==> config.mk <==
export PLATFORM = sky130hd
export DESIGN_NAME = ram_pix_writer
export DESIGN_NICKNAME = d
export VERILOG_FILES = /design/src/rtl/ram_pix_writer.sv
export SDC_FILE = /design/constraint.sdc
export NUM_CORES = 1
export LEC_CHECK = 0
export CAP_MARGIN = 20
export CORE_ASPECT_RATIO = 2
export CORE_UTILIZATION = 45
export CTS_CLUSTER_SIZE = 28
export DETAILED_ROUTE_END_ITERATION = 12
export PLACE_DENSITY_LB_ADDON = 0.25
export SLEW_MARGIN = 25
export SYNTH_ARGS = -nofsm -noshare
export SYNTH_HDL_FRONTEND = slang
export SYNTH_SLANG_ARGS = --single-unit
==> constraint.sdc <==
create_clock -name clk -period 3.9 [get_ports clk]
set_input_delay 0.78 -clock clk [delete_from_list [all_inputs] [get_ports clk]]
set_output_delay 0.78 -clock clk [all_outputs]
set_load 0.005 [all_outputs]
==> src/rtl/ram_pix_writer.sv <==
// ram_pix_writer: buffers a 16-bit pixel stream in a small FIFO and writes it
// into consecutive RAM blocks through RAMController's write command/handshake.
// Ports: clk, rst_ (async active-low); ctrl_start/ctrl_block/ctrl_block_count,
// busy, done (control); pix_valid/pix_ready/pix_data (pixel input);
// ram_cmd, ram_cmd_block, ram_write_ready/trigger/data (controller side).
module ram_pix_writer #(
    parameter int         BlockSize = 16,
    parameter int         FifoDepth = 8,
    parameter logic [1:0] CmdNone   = 2'd0,
    parameter logic [1:0] CmdWrite  = 2'd2
) (
    input  logic        clk,
    input  logic        rst_,
    input  logic        ctrl_start,
    input  logic [20:0] ctrl_block,
    input  logic [20:0] ctrl_block_count,
    output logic        busy,
    output logic        done,
    input  logic        pix_valid,
    output logic        pix_ready,
    input  logic [15:0] pix_data,
    output logic [1:0]  ram_cmd,
    output logic [20:0] ram_cmd_block,
    input  logic        ram_write_ready,
    output logic        ram_write_trigger,
    output logic [15:0] ram_write_data
);

    localparam int IW = (BlockSize > 1) ? $clog2(BlockSize) : 1;
    localparam int AW = $clog2(FifoDepth);

    localparam logic [2:0] S_IDLE   = 3'd0;
    localparam logic [2:0] S_CMD    = 3'd1;
    localparam logic [2:0] S_WAIT   = 3'd2;
    localparam logic [2:0] S_STREAM = 3'd3;
    localparam logic [2:0] S_DONE   = 3'd4;

    localparam logic [IW-1:0] LAST_IDX = IW'(BlockSize - 1);

    logic [2:0]    state;
    logic [20:0]   block;
    logic [20:0]   blocks_left;
    logic [36:0]   pix_left;
    logic [IW-1:0] word_idx;

    logic [15:0]   mem [FifoDepth];
    logic [AW:0]   wr_ptr;
    logic [AW:0]   rd_ptr;
    logic          fifo_empty;
    logic          fifo_full;
    logic          push;
    logic          pop;

    // Extra pointer bit distinguishes full from empty when addresses match.
    assign fifo_empty = (wr_ptr == rd_ptr);
    assign fifo_full  = (wr_ptr[AW] != rd_ptr[AW]) &&
                        (wr_ptr[AW-1:0] == rd_ptr[AW-1:0]);

    assign busy              = (state != S_IDLE);
    assign done              = (state == S_DONE);
    assign pix_ready         = busy && !fifo_full && (pix_left != '0);
    assign ram_cmd           = (state == S_CMD) ? CmdWrite : CmdNone;
    assign ram_cmd_block     = block;
    assign ram_write_trigger = (state == S_STREAM) && !fifo_empty;
    assign ram_write_data    = mem[rd_ptr[AW-1:0]];

    assign push = pix_valid && pix_ready;
    assign pop  = ram_write_trigger && ram_write_ready;

    // FIFO storage is cleared on reset so the head reads zero afterwards.
    always_ff @(posedge clk or negedge rst_) begin
        if (!rst_) begin
            wr_ptr <= '0;
            rd_ptr <= '0;
            for (int i = 0; i < FifoDepth; i++) begin
                mem[i] <= '0;
            end
        end else begin
            if (push) begin
                mem[wr_ptr[AW-1:0]] <= pix_data;
                wr_ptr              <= wr_ptr + (AW+1)'(1);
            end
            if (pop) begin
                rd_ptr <= rd_ptr + (AW+1)'(1);
            end
        end
    end

    always_ff @(posedge clk or negedge rst_) begin
        if (!rst_) begin
            pix_left <= '0;
        end else if (state == S_IDLE) begin
            if (ctrl_start) begin
                pix_left <= 37'(ctrl_block_count) * 37'(BlockSize);
            end
        end else if (push) begin
            pix_left <= pix_left - 37'd1;
        end
    end

    always_ff @(posedge clk or negedge rst_) begin
        if (!rst_) begin
            state       <= S_IDLE;
            block       <= '0;
            blocks_left <= '0;
            word_idx    <= '0;
        end else begin
            unique case (state)
                S_IDLE: begin
                    if (ctrl_start) begin
                        block       <= ctrl_block;
                        blocks_left <= ctrl_block_count;
                        state       <= (ctrl_block_count != '0) ? S_CMD : S_DONE;
                    end
                end
                S_CMD: begin
                    state <= S_WAIT;
                end
                S_WAIT: begin
                    word_idx <= '0;
                    state    <= S_STREAM;
                end
                S_STREAM: begin
                    if (pop) begin
                        word_idx <= word_idx + IW'(1);
                        if (word_idx == LAST_IDX) begin
                            blocks_left <= blocks_left - 21'd1;
                            block       <= block + 21'd1;
                            state       <= (blocks_left == 21'd1) ? S_DONE : S_CMD;
                        end
                    end
                end
                S_DONE: begin
                    state <= S_IDLE;
                end
                default: begin
                    state <= S_IDLE;
                end
            endcase
        end
    end

endmodule

==> flow_summary.yaml, run 1 <==
outcome:
  outcome: "complete, no violations"
clock_network:
  clk_path_buf_depth: 3
  cts_resized: 0
  cts_tree: "built"
  cts.sinks: 222
  root_buffer: "clkbuf_16"
  cts_setup_buffers: 0
  cts_buffers: 22
  h-tree-depth: 1
  path_clk_slew_ps: 60
  ctsHoldBuffers: 0
  clock_latency_ps: 520
timing:
  finalSetupViolations: 0
  fin_crit_sh_pct: 94.88
  grt_setup_unrepaired: "false"
  fin_tns_setup_ps: 0
  finalHoldViolCount: 0
  min_period_ps: 3700
  worstMarginPinSlew_ps: 964.6
  max_freq_ghz: 0.2703
  clock_skew_ps: 18.30
  final_max_slew_viol_count: 0
  slew_headroom_pct: 35.69
critical_path:
  critPathArrivalTime_ps: 2920
  cp.required_ps: 3120
  worstSetupPathType: "flip-flop to output port"
  path_max_fanout: 6
  startpoint_type: "flip-flop"
  crit_path_end_kind: "output port"
floorplan:
  core-area_mm2: 0.02503
  std_cell_rows: 82
  die_w_um: 114.8
  start_util_pct: 45.73
  die_area_mm2: 0.02612
  ioPinCount: 106
  fp.dieH_um: 227.6
placed_design:
  place.gp.congestion: 0.8682
  io_buffers: 104
  placedCellCount: 1441
  hpwlAfterDp_mm: 20.48
global_routing:
  grt_pass1_wl_mm: 47.48
  antenna_found_initial: 0
  grt_util_all_layers_pct: 23.58
  grt_overflow: 0
  grt_pass1_vias: 8946
  grt_max_degree: 105
route:
  viasPerCell: 5.918
  ant_nets: 0
  drt-total-wl_mm: 29.74
  firstDrtPassIters: 6
  drt_iter0_drc: 537
  drc_errors: 0
  wl_per_cell_um: 20.08
  vias: 8764
cells_and_area:
  fill_cells: 2237
  regArea_mm2: 0.005557
  final-instance-count-excl-fill: 1481
  syn_to_final_growth_pct: 20.46
  n_antenna_cell: 0
  drive_gt1_share_pct: 22.18
  nNetsFinal: 1200
  multi_input_area_mm2: 0.005570
logic_synthesis:
  netlist_instances: 1033
  async_flop_share_pct: 100.0
  synth-edff-count: 0
  syn_nets: 1104
  synth_area_leaders: "dfrtp_1, mux2_2, mux4_2"
  syn_area_per_cell_um2: 11.08
  syn_area_mm2: 0.01145
  synthFlopType: "dfrtp_1"
  yosysWarnings: 0
  synthDominantCellAreaShare_pct: 48.52
  yosysMostFrequentCell: "dfrtp_1"
  yosys-top-cells-count: "dfrtp_1, mux2_2, a21oi_1, nand2_1, nor2_1"
  yosys.area.top_type: "dfrtp_1"
  yosysUniqueCellTypes: 69
  ys_seq_elements: 222
  seq_area_frac_synth_pct: 48.52
pwr:
  leakagePower_nw: 5.668
  power_density_mw_per_mm2: 773.0
  ir_drop_mv: 0.6162
job:
  cap_violations: 0
hold_path:
  hold_path_class: "primary input to asynchronous set/reset pin"
[final cells by class]
class / count / area share [%]
Clock inverter: 12 / 1.724
Inverter: 12 / 0.3266
Multi-Input combinational cell: 733 / 40.39
Clock buffer: 28 / 4.600
Tap cell: 336 / 3.048
Timing Repair Buffer: 138 / 9.617
Sequential cell: 222 / 40.29
[path summary, 6_finish.rpt]
path | slack, ps | start | depth (start not counted) | to
worst max register to register | 720 | pix_left[31] | 8 | mem[80]
worst min register to register | 470 | pix_left[32] | 1 | pix_left[32]
min in group clk | 470 | pix_left[32] | 1 | pix_left[32]
worst min-delay path | 240 | rst_ | 1 | pix_left[22]
worst max-delay path | 200 | pix_left[31] | 6 | pix_ready
max in group asynchronous | 2690 | rst_ | 2 | blocks_left[0]
[layout by cell type (no fill, tap or decap), drive strengths merged, types with 14 or more instances in the layout]
master	netlist	layout
nand4	15	15
nand2	82	82
clkbuf	42	28
a21oi	92	92
nor2	71	71
dfrtp	222	222
nor3	29	29
nand3	32	32
nor4	21	21
o21ai	43	43
clkdlybuf4s50	0	103
buf	24	35
mux2	146	146
xnor2	14	14
mux4	32	32
o22ai	16	16
[cell families after synthesis]
family / Yosys count / synth area share [%]
and+or+nand+nor: 312 / 13.79
DFF: 222 / 48.52
AOI/OAI and AO/OA: 209 / 10.91
muxes: 185 / 21.56
buffers and inverters: 78 / 2.929
xor gates and xnor gates: 18 / 1.377
adders and majority gates: 8 / 0.8744
other: 1 / 0.03276
[power by group]
part	leakage (nW)	internal (mW)	total, mW	switching, mW
Combinational	2.54	2.40	4.15	1.75
Clock	0.428	1.61	2.54	0.923
Sequential	2.70	3.26	3.97	0.708
[per-layer routing]
metal	track usage [%]	wire length, µm
met1	26.03	11200
met4	11.65	1356
met2	43.62	15970
met3	3.355	1214
met5	0	0
[metrics by stage]
stage | setup slack [ps] | power [mW] | util [%] | hold WS, ps | instance area (µm²)
final | 199.7 | 10.66 | 55.09 | 243.7 | 13790
after global routing | 91.97 | 11.32 | 55.09 | 328.6 | 13790
after CTS | 173.3 | 10.79 | 55.09 | 301.5 | 13790
after detailed placement | 721.3 | 8.208 | 51.60 | 470.6 | 12920
after global placement | 776.8 | 8.075 | 51.60 | 462.8 | 12920
after floorplan | 1005 | 6.624 | - | 437.0 | 11450
[critical path, stage by stage (launching register included)]
cell and delay, ps:
dfrtp_1 400, or4_1 580, or4_4 480, nor4_4 270
buf_4 200, nor2b_1 50, clkdlybuf4s50_1 440
[flip-flops by register name, indices dropped and copies added (netlist names)]
register and flops:
rd_ptr 4, ram_cmd_block 21, state 3, wr_ptr 4
mem 128, word_idx 4, blocks_left 21, pix_left 37
(Power assumes the default switching activity.)
==> run 2: changes to the inputs <==
--- a/config.mk
+++ b/config.mk
@@ -6,9 +6,9 @@
 export NUM_CORES = 1
 export LEC_CHECK = 0
 export CAP_MARGIN = 20
-export CORE_ASPECT_RATIO = 2
+export CORE_ASPECT_RATIO = 1.25
 export CORE_UTILIZATION = 45
-export CTS_CLUSTER_SIZE = 28
+export CTS_CLUSTER_SIZE = 10
 export DETAILED_ROUTE_END_ITERATION = 12
 export PLACE_DENSITY_LB_ADDON = 0.25
 export SLEW_MARGIN = 25
==> flow_summary.yaml, run 2 (same netlist as run 1, synthesis figures left out) <==
outcome:
  outcome: "complete, no violations"
critical_path:
  path_max_fanout: 7
  r2r_cells: 7
  worstSetupPathType: "flip-flop to output port"
  regToRegSetupSlack_ps: 610
  startpoint: "pix_left[32]"
  startpoint_type: "flip-flop"
  critPathArrivalTime_ps: 3010
  rr_startpoint: "pix_left[32]"
  r2r_end: "mem[120]"
  cp.required_ps: 3120
  crit_path_end_kind: "output port"
route:
  drt_iter0_drc: 470
  viasPerCell: 5.862
  drc_errors: 0
  vias: 8570
  ant_nets: 0
  firstDrtPassIters: 4
  drt-total-wl_mm: 27.81
  wl_per_cell_um: 19.02
clock_network:
  cts_buffers: 26
  cts_setup_buffers: 0
  root_buffer: "clkbuf_16"
  cts.sinks: 222
  cts_tree: "built"
  ctsHoldBuffers: 0
  path_clk_slew_ps: 60
  clock_latency_ps: 530
  clk_path_buf_depth: 3
  h-tree-depth: 1
  cts_resized: 0
floorplan:
  die_area_mm2: 0.02609
  std_cell_rows: 64
  core-area_mm2: 0.02474
  ioPinCount: 106
  start_util_pct: 46.27
  fp.dieH_um: 180.3
  die_w_um: 144.7
global_routing:
  grt_pass1_wl_mm: 45.78
  grt_pass1_vias: 8659
  antenna_found_initial: 0
  grt_overflow: 0
  grt_max_degree: 101
  grt_util_all_layers_pct: 22.12
pwr:
  leakagePower_nw: 5.573
  ir_drop_mv: 0.5872
  power_density_mw_per_mm2: 751.6
timing:
  final_max_slew_viol_count: 0
  slew_headroom_pct: 43.34
  clock_skew_ps: 9.874
  finalSetupViolations: 0
  min_period_ps: 3791
  fin_tns_setup_ps: 0
  grt_setup_unrepaired: "false"
  max_freq_ghz: 0.2638
  finalHoldViolCount: 0
  fin_crit_sh_pct: 97.19
  worstMarginPinSlew_ps: 847.8
placed_design:
  io_buffers: 104
  place.gp.congestion: 0.8434
  hpwlAfterDp_mm: 18.19
  dpl-instance-area_mm2: 0.01287
cells_and_area:
  final_cell_mix: "dfrtp_1, mux2_2, clkdlybuf4s50_1"
  syn_to_final_growth_pct: 18.82
  postLayoutCellArea_mm2: 0.01360
  nNetsFinal: 1199
  drive_gt1_share_pct: 21.20
  largest_register: "mem"
  n_antenna_cell: 0
  largest_reg_flops: 128
  reg_top3: "mem x128, pix_left x37"
  layout_commonest_cell: "dfrtp_1"
hold_path:
  hold_path_class: "primary input to asynchronous set/reset pin"
job:
  cap_violations: 0
==> run 2: cell count changes in the layout (fill, tap and decap cells not counted), sizes merged <==
cell,previous run,this run
bufinv,7,0
buf,35,30
clkbuf,28,32
clkinv,5,1
clkinvlp,1,0
==> run 2: layout make-up <==
class / count / area [µm²]
Fill cell: 2131 / 11140
Inverter: 12 / 45.04
Multi-Input combinational cell: 733 / 5575
Timing Repair Buffer: 133 / 1289
Clock buffer: 32 / 724.4
Sequential cell: 222 / 5557
Tap cell: 330 / 412.9
==> run 2: metrics by stage <==
step / worst slack, ps / hold WS [ps] / std cells / utilization, % / power, mW
after floorplan: 1005 / 437.0 / 1033 / - / 6.624
after global placement: 476.2 / 457.7 / 1430 / 52.03 / 7.967
after detailed placement: 475.3 / 473.2 / 1430 / 52.03 / 8.100
after CTS: 77.13 / 316.4 / 1462 / 54.96 / 10.33
after global routing: 0.2423 / 329.5 / 1462 / 54.98 / 10.92
final: 109.4 / 245.2 / 1462 / 54.98 / 10.22
==> run 2: power breakdown <==
part           total [mW]  switching (mW)  leakage, nW  internal, mW
clock network        2.18           0.903        0.357          1.27
logic                4.08            1.70         2.52          2.37
registers            3.97           0.702         2.70          3.27
total                10.2            3.31         5.57          6.92
==> run 2: worst max-delay path by stage <==
stage,slack [ps],end
floorplan,1010,pix_ready
CTS,80,pix_ready
global route,0.2,pix_ready
finish,110,pix_ready
global placement,480,mem[34]
detailed placement,480,mem[7]
==> run 2: worst max-delay path, cell delays in order (launching register included) <==
cell             delay, ps
dfrtp_1                390
or4_1                  590
or4_4                  470
nor4_4                 420
nor2b_1                150
clkdlybuf4s50_1        470
==> run 2: per-layer routing <==
metal / global-route usage [%] / vias up / wire length [µm]
li1: - / 4019 / -
met1: 29.39 / 4315 / 12140
met2: 37.92 / 187 / 13950
met3: 2.657 / 49 / 1145
met4: 5.684 / 0 / 569
met5: 0 / - / 0
